**src/rtl/alu_mc.sv**
```systemverilog
// Multi-cycle handshaked ALU: single-cycle simple ops, iterative multiply and divide.
// Optional signed div/rem on codes 1110/1111 when ALU_MC_SIGNED_DIV_EN is defined.
module alu_mc #(
  parameter int W = 32
) (
  input  logic         clk,
  input  logic         rst,
  input  logic         in_valid,
  output logic         in_ready,
  input  logic [3:0]   ALUctrl,
  input  logic [W-1:0] N1,
  input  logic [W-1:0] N2,
  output logic         out_valid,
  input  logic         out_ready,
  output logic [W-1:0] out,
  output logic         EQ,
  output logic         busy
);
  localparam int SHW = $clog2(W);
  localparam logic [SHW:0] CNT_INIT = W[SHW:0];
  localparam logic [SHW:0] CNT_LAST = 1;

  typedef enum logic [1:0] {IDLE, BUSY, DONE} state_t;

  state_t         state_reg, state_next;
  logic [W-1:0]   a_reg, hi_reg, lo_reg, out_reg;
  logic [3:0]     op_reg;
  logic [SHW:0]   cnt_reg;
`ifdef ALU_MC_SIGNED_DIV_EN
  logic           negq_reg, negr_reg;
`endif

  function automatic logic is_iter(input logic [3:0] op);
`ifdef ALU_MC_SIGNED_DIV_EN
    return (op >= 4'b1010);
`else
    return (op >= 4'b1010) && (op <= 4'b1101);
`endif
  endfunction

  logic accept;
  assign accept = in_valid && (state_reg == IDLE);

  always_comb begin
    state_next = state_reg;
    in_ready   = 1'b0;
    out_valid  = 1'b0;
    busy       = 1'b0;
    case (state_reg)
      IDLE: begin
        in_ready = 1'b1;
        if (in_valid) state_next = is_iter(ALUctrl) ? BUSY : DONE;
      end
      BUSY: begin
        busy = 1'b1;
        if (cnt_reg == CNT_LAST) state_next = DONE;
      end
      DONE: begin
        out_valid = 1'b1;
        if (out_ready) state_next = IDLE;
      end
      default: state_next = IDLE;
    endcase
  end

  logic [SHW-1:0] sh;
  logic [W-1:0]   simple_res;
  always_comb begin
    sh = N2[SHW-1:0];
    case (ALUctrl)
      4'b0001: simple_res = N1 - N2;
      4'b0010: simple_res = N1 & N2;
      4'b0011: simple_res = N1 | N2;
      4'b0100: simple_res = {{(W-1){1'b0}}, $signed(N1) < $signed(N2)};
      4'b0101: simple_res = {{(W-1){1'b0}}, N1 < N2};
      4'b0110: simple_res = N1 ^ N2;
      4'b0111: simple_res = N1 << sh;
      4'b1000: simple_res = N1 >> sh;
      4'b1001: simple_res = $signed(N1) >>> sh;
      default: simple_res = N1 + N2;
    endcase
  end

  // Multiply: hi:lo is the 2W accumulator with the multiplier shifting out of lo.
  // Divide: hi is the partial remainder, lo shifts dividend out and quotient in.
  logic [W:0]   mul_sum, trial;
  logic [W-1:0] mul_hi_n, mul_lo_n, div_hi_n, div_lo_n, diff, hi_n, lo_n, final_res;
  logic         ge;
  always_comb begin
    mul_sum  = {1'b0, hi_reg} + (lo_reg[0] ? {1'b0, a_reg} : '0);
    mul_hi_n = mul_sum[W:1];
    mul_lo_n = {mul_sum[0], lo_reg[W-1:1]};
    trial    = {hi_reg, lo_reg[W-1]};
    ge       = (trial >= {1'b0, a_reg});
    diff     = trial[W-1:0] - a_reg;
    div_hi_n = ge ? diff : trial[W-1:0];
    div_lo_n = {lo_reg[W-2:0], ge};
    hi_n     = (op_reg[3:1] == 3'b101) ? mul_hi_n : div_hi_n;
    lo_n     = (op_reg[3:1] == 3'b101) ? mul_lo_n : div_lo_n;
    case (op_reg)
      4'b1010: final_res = mul_lo_n;
      4'b1011: final_res = mul_hi_n;
      4'b1100: final_res = div_lo_n;
      4'b1101: final_res = div_hi_n;
`ifdef ALU_MC_SIGNED_DIV_EN
      4'b1110: final_res = negq_reg ? -div_lo_n : div_lo_n;
      4'b1111: final_res = negr_reg ? -div_hi_n : div_hi_n;
`endif
      default: final_res = '0;
    endcase
  end

  always_ff @(posedge clk) begin
    if (rst) begin
      state_reg <= IDLE;
      a_reg     <= '0;
      hi_reg    <= '0;
      lo_reg    <= '0;
      out_reg   <= '0;
      op_reg    <= '0;
      cnt_reg   <= '0;
`ifdef ALU_MC_SIGNED_DIV_EN
      negq_reg  <= 1'b0;
      negr_reg  <= 1'b0;
`endif
    end else begin
      state_reg <= state_next;
      if (accept) begin
        op_reg <= ALUctrl;
        if (is_iter(ALUctrl)) begin
          a_reg   <= N2;
          lo_reg  <= N1;
          hi_reg  <= '0;
          cnt_reg <= CNT_INIT;
`ifdef ALU_MC_SIGNED_DIV_EN
          // Signed ops run the unsigned core on magnitudes; signs are reapplied at the end.
          negq_reg <= (N1[W-1] ^ N2[W-1]) && (N2 != '0);
          negr_reg <= N1[W-1];
          if (ALUctrl[3:1] == 3'b111) begin
            a_reg  <= N2[W-1] ? -N2 : N2;
            lo_reg <= N1[W-1] ? -N1 : N1;
          end
`endif
        end else begin
          out_reg <= simple_res;
        end
      end else if (state_reg == BUSY) begin
        hi_reg  <= hi_n;
        lo_reg  <= lo_n;
        cnt_reg <= cnt_reg - 1'b1;
        if (cnt_reg == CNT_LAST) out_reg <= final_res;
      end
    end
  end

  assign out = out_reg;
  assign EQ  = (out_reg == '0);
endmodule
```
**config.mk**
```make
export PLATFORM = sky130hd
export DESIGN_NAME = alu_mc
export DESIGN_NICKNAME = d
export VERILOG_FILES = /design/src/rtl/alu_mc.sv
export SDC_FILE = /design/constraint.sdc
export NUM_CORES = 1
export LEC_CHECK = 0
export BUFFER_PORTS_ARGS = -buffer_cell sky130_fd_sc_hd__clkbuf_2
export CAP_MARGIN = 20
export CELL_PAD_IN_SITES_DETAIL_PLACEMENT = 1
export CELL_PAD_IN_SITES_GLOBAL_PLACEMENT = 2
export CORE_MARGIN = 2
export CORE_UTILIZATION = 28
export CTS_CLUSTER_SIZE = 12
export DETAILED_ROUTE_END_ITERATION = 12
export GPL_ROUTABILITY_DRIVEN = 0
export GPL_TIMING_DRIVEN = 0
export PLACE_DENSITY_LB_ADDON = 0.1
export RECOVER_POWER = 25
export SKIP_LAST_GASP = 1
export SLEW_MARGIN = 20
export SYNTH_ARGS = -nofsm -noshare
export SYNTH_HDL_FRONTEND = slang
export SYNTH_SLANG_ARGS = --single-unit
```
**constraint.sdc**
```tcl
create_clock -name clk -period 8.86 [get_ports clk]
set_input_delay 1.772 -clock clk [delete_from_list [all_inputs] [get_ports clk]]
set_output_delay 1.772 -clock clk [all_outputs]
set_load 0.005 [all_outputs]
```
======== Word-level counts from Yosys, hierarchy flattened ========
Cells that the tools add are included.
Widths: inputs -> output; s select.
storage, ports and cells
  flip-flop bits (word level) ............. 140
  input bits .............................. 72
  output and inout bits ................... 36
  word-level logic and storage cells ...... 82
cells by class
  add/subtract/negate cells ............... 5
  magnitude comparators ................... 5
  equal/unequal tests ..................... 22
  shift operators ......................... 3
  multiplexer cells ....................... 27
  bitwise gates (word level) .............. 3
  reduce and logical (&&, ||, !) cells .... 10
operator list
  kind                count
  $mux 32             14
  $pmux 32 s9         1
  $pmux 32 s4         1
  $lt 32x32->1        2
  $sub 32x32->32      2
  $add 32x32->33      1
  $ge 33x32->1        1
  $add 32x32->32      1
  $and 32x32->32      1
  $logic_not 32->1    1
  $or 32x32->32       1
  $shl 32x5->32       1
  $shr 32x5->32       1
  $sshr 32x5->32      1
  $xor 32x32->32      1
  $eq 4x4->1 const B  6
  $mux 6              3
  $eq 4x3->1 const B  4
  $eq 4x2->1 const B  2
  $mux 2              4
  $eq 6x1->1 const B  1
  $ne 2x2->1 const B  3
  $pmux 2 s3          1
  $reduce_and 3->1    2
  13 further kinds    19

======== Depth between registers and ports, before layout ========
  depth after elaboration ................. 6
  mapped depth ............................ 16
  gate-level depth less buffers ........... 14

======== Worst setup path before layout ========
Ideal clock, no wire load.
  path type ............................... input to register
  start ................................... input N2[2]
  end ..................................... register out_reg[16], in the netlist out[16]
  setup time .............................. 137 ps
  data arrival time ....................... 5101 ps
  required time ........................... 8723 ps
  slack ................................... 3622 ps
  stages .................................. 15
  buffers on the path ..................... 3
  cell sequence ........................... inv_1 > buf_1 > buf_1 > ha_1 > buf_6 > nor2b_4 > o211ai_2 > a21oi_1 > or4_1 > a31oi_2 > o21ai_1 > xor2_1 > a211o_1 > a222oi_1 > a211oi_1
on the way
  cells in the longest elaborated chain, start to end .. 4
  elaborated cells on any way between the ends .. 8
  classes of those cells .................. add/sub (2); shift (3); mux (3)
ends and longest elaborated chain
  element                                       line  source
  start, declared                               12    input logic [W-1:0] N2,
  $add 32x32->32, or another cell as far along  80    default: simple_res = N1 + N2;
  $pmux 32 s9 *                                 70    case (ALUctrl)
  $mux 32 *                                     130   if (is_iter(ALUctrl)) begin
  $mux 32 *                                     128   if (accept) begin
  end signal, assigned                          145   out_reg <= simple_res;
  end signal, assigned                          151   if (cnt_reg == CNT_LAST) out_reg <= final_res;
  end, declared                                 26    logic [W-1:0] a_reg, hi_reg, lo_reg, out_reg;
Every way passes the cells marked *; elsewhere a longest branch is shown, timed or not. The select of a mux whose other input is x is not followed.
A chain may end at the register's enable or synchronous reset.

======== Worst setup path after layout ========
  start ................................... input N2[3]
  end ..................................... register out_reg[31], in the netlist out[31]
Same word-level chain as after synthesis.

==> reports/qor.csv <==
metric,value,unit
status,"finished, final reports clean",
drive_above_1_share,0.08978,
cts-hold-fix-buffers,0,
cp_max_fo,11,
drt_iter0_markers,2123,
crit_family,compound AO/OA/AOI/OAI gates,
period_share,0.8096,
grt_max_degree,17,
synthTopCellsByCount,"346 x nand2_1, 284 x nor2_1, 275 x a21oi_1, 168 x o21ai_0, 163 x ha_1",
synthesis.area,19560,sq um
synth-async-reset-ratio,0,
clock_skew,0.01985,ns
peakVddDrop,0.1485,mV
placed_cell_area,21260,sq um
min-delay-path-class,flip-flop to flip-flop,
vias,23210,
synth_cell_types,98,
root_buffer,clkbuf_16,
cts_resized,0,
core,68830,sq um
synthTopCellsByArea,"dfxtp_1 14%, ha_1 10%, a21oi_1 7.0%",
cts.sinks,140,
seq_area_frac_synth,0.1433,
num_rows,96,
final_max_slew_viol_count,0,
post_drt_wl_per_cell,31.20,um
fin_nets,3133,
p_leak,8.640,nW
syn_nets,3006,
yosysWarningCount,0,
slew_headroom,0.2016,
post-place-cells,3805,
ctsHtreeMaxLevel,4,
vias_per_cell,6.047,
portBuffers,106,
power.density,159.1,nW/um^2
arrival,7.43,ns
maxCapViolCount,0,
postRouteAntennaNets,0,
synth_area_per_cell,7.067,sq um
max_freq,139.4,MHz
finalPower,3.474,mW
min_period,7.173,ns
synth_top_area_frac,0.1433,
diodes,0,
chipWidth,268.3,um
path_buf_inv,4,
setup_viol,0,
insertion_delay,0.47,ns
synth_most_common_cell,nand2_1,
dpl.hpwl,98150,um
finalNonFillerCells,3838,
synth_top_flop_cell,dfxtp_1,
synth-edff-count,0,
ff2ff_setup_slack,4.17,ns
cp.required,9.12,ns
gr-total-overflow,0,
wl,119700,um
tns,0,ns
yosys.area.top_type,dfxtp_1,
synth_cells,2767,
ys_ff_latch,140,
crit_slowest_cell,nor4_1,
grtUsageTotal,0.3272,
cp-start-kind,input pin,
start_util,0.2841,
design_area,21840,sq um
clockBufferDepth,2,
first_pass_iters,7,
area_growth,11.66,%
grt_pass1_vias,23620,
finalHoldViolations,0,
path_cells,"clkbuf_2, inv_2, buf_1, clkbuf_1, ha_1, or4_4, o211ai_4, a32oi_2, o211ai_2, a31oi_2, a221oi_2, a31oi_1, nor4_1, o31ai_1",
die_h,268.3,um
grt_pass1_wl,170400,um
cts_setup_buffers,0,
critical_path_class,input pin to flip-flop,
drc_errors,0,
max_stage_delay,0.96,ns
cts_tree,done,
io_pins,108,
worst_pin_slew,1.187,ns
cts_made_buffers,17,
endpoint_kind,flip-flop,
dieArea,71970,sq um
rsz0062_at_grt,no,
clkTransAtPathRegs,0.07,ns
antenna_found_initial,2,
-- per-stage QoR --
stage | hold WS [ns] | setup WS (ns) | util
CTS | 0.4783 | 2.022 | 0.3174
finish | 0.4814 | 1.687 | 0.3173
floorplan | 0.4447 | 3.622 | -
global placement | 0.4546 | 1.485 | 0.3088
detailed placement | 0.4674 | 1.535 | 0.3089
global route | 0.5084 | 1.855 | 0.3173
-- layout by cell type, fill, tap and decap left out, types with 30 or more instances in the layout --
cell | synthesis | routed
a21oi_1 | 275 | 275
inv_1 | 145 | 145
clkbuf_1 | 143 | 166
nor3_1 | 59 | 59
mux2i_1 | 98 | 98
nor2_1 | 284 | 284
o21ai_0 | 168 | 168
clkbuf_2 | 0 | 85
a21o_1 | 31 | 31
a221oi_1 | 67 | 67
nand2_1 | 346 | 346
dfxtp_1 | 140 | 140
buf_2 | 30 | 30
ha_1 | 163 | 163
and2_1 | 44 | 43
nand3_1 | 34 | 34
a211oi_1 | 37 | 37
mux4_2 | 31 | 31
xnor2_1 | 52 | 52
-- final timing paths --
check                         start                      to  depth (start not counted)
max                           N2[3]    out[31]$_SDFFE_PP0P_                         14
min          op_reg[1]$_SDFFE_PP0P_  op_reg[1]$_SDFFE_PP0P_                          2
max reg2reg   a_reg[1]$_SDFFE_PP0P_    out[31]$_SDFFE_PP0P_                         14
min reg2reg  op_reg[1]$_SDFFE_PP0P_  op_reg[1]$_SDFFE_PP0P_                          2
-- power by group --
group / leakage (nW) / switching (mW) / total [mW] / internal, mW
Combinational: 7.23 / 1.37 / 1.99 / 0.629
Clock: 0.270 / 0.329 / 0.754 / 0.425
Sequential: 1.14 / 0.0562 / 0.726 / 0.670
Total: 8.64 / 1.75 / 3.47 / 1.72
-- final cells by class --
cell class                 instances  area (sq um)
clock inverter                    12         137.6
timing repair buffer             108         525.5
clock buffer                      20         446.7
fill                            8647         46990
multi-input combinational       2268         15280
tap                              931          1165
inverter                         147         551.8
buffer                           212         927.1
sequential                       140          2803
-- logic make-up (layout without fill, tap and decap cells) --
group / Yosys count / in the layout / synth area share
AO/OA/AOI/OAI: 954 / 954 / 0.3286
XOR/XNOR: 79 / 79 / 0.03538
adder cells (fa/ha/maj): 167 / 167 / 0.1084
buffers and inverters: 359 / 499 / 0.07563
flip-flops: 140 / 140 / 0.1433
multiplexers: 148 / 148 / 0.09681
AND/OR/NAND/NOR: 920 / 920 / 0.2119
-- worst min-delay path, delay by kind of cell (launching register included) --
family / cells / cell delay [ns]
AO/OA/AOI/OAI: 1 / 0.06
flip-flops: 1 / 0.32
AND/OR/NAND/NOR: 1 / 0.06
-- per-layer routing --
layer	global-route usage	wire length [um]
met1	0.4018	49610
met2	0.5567	56590
met3	0.02859	5714
met4	0.1951	7794
met5	0	22
(Power assumes the default switching activity.)
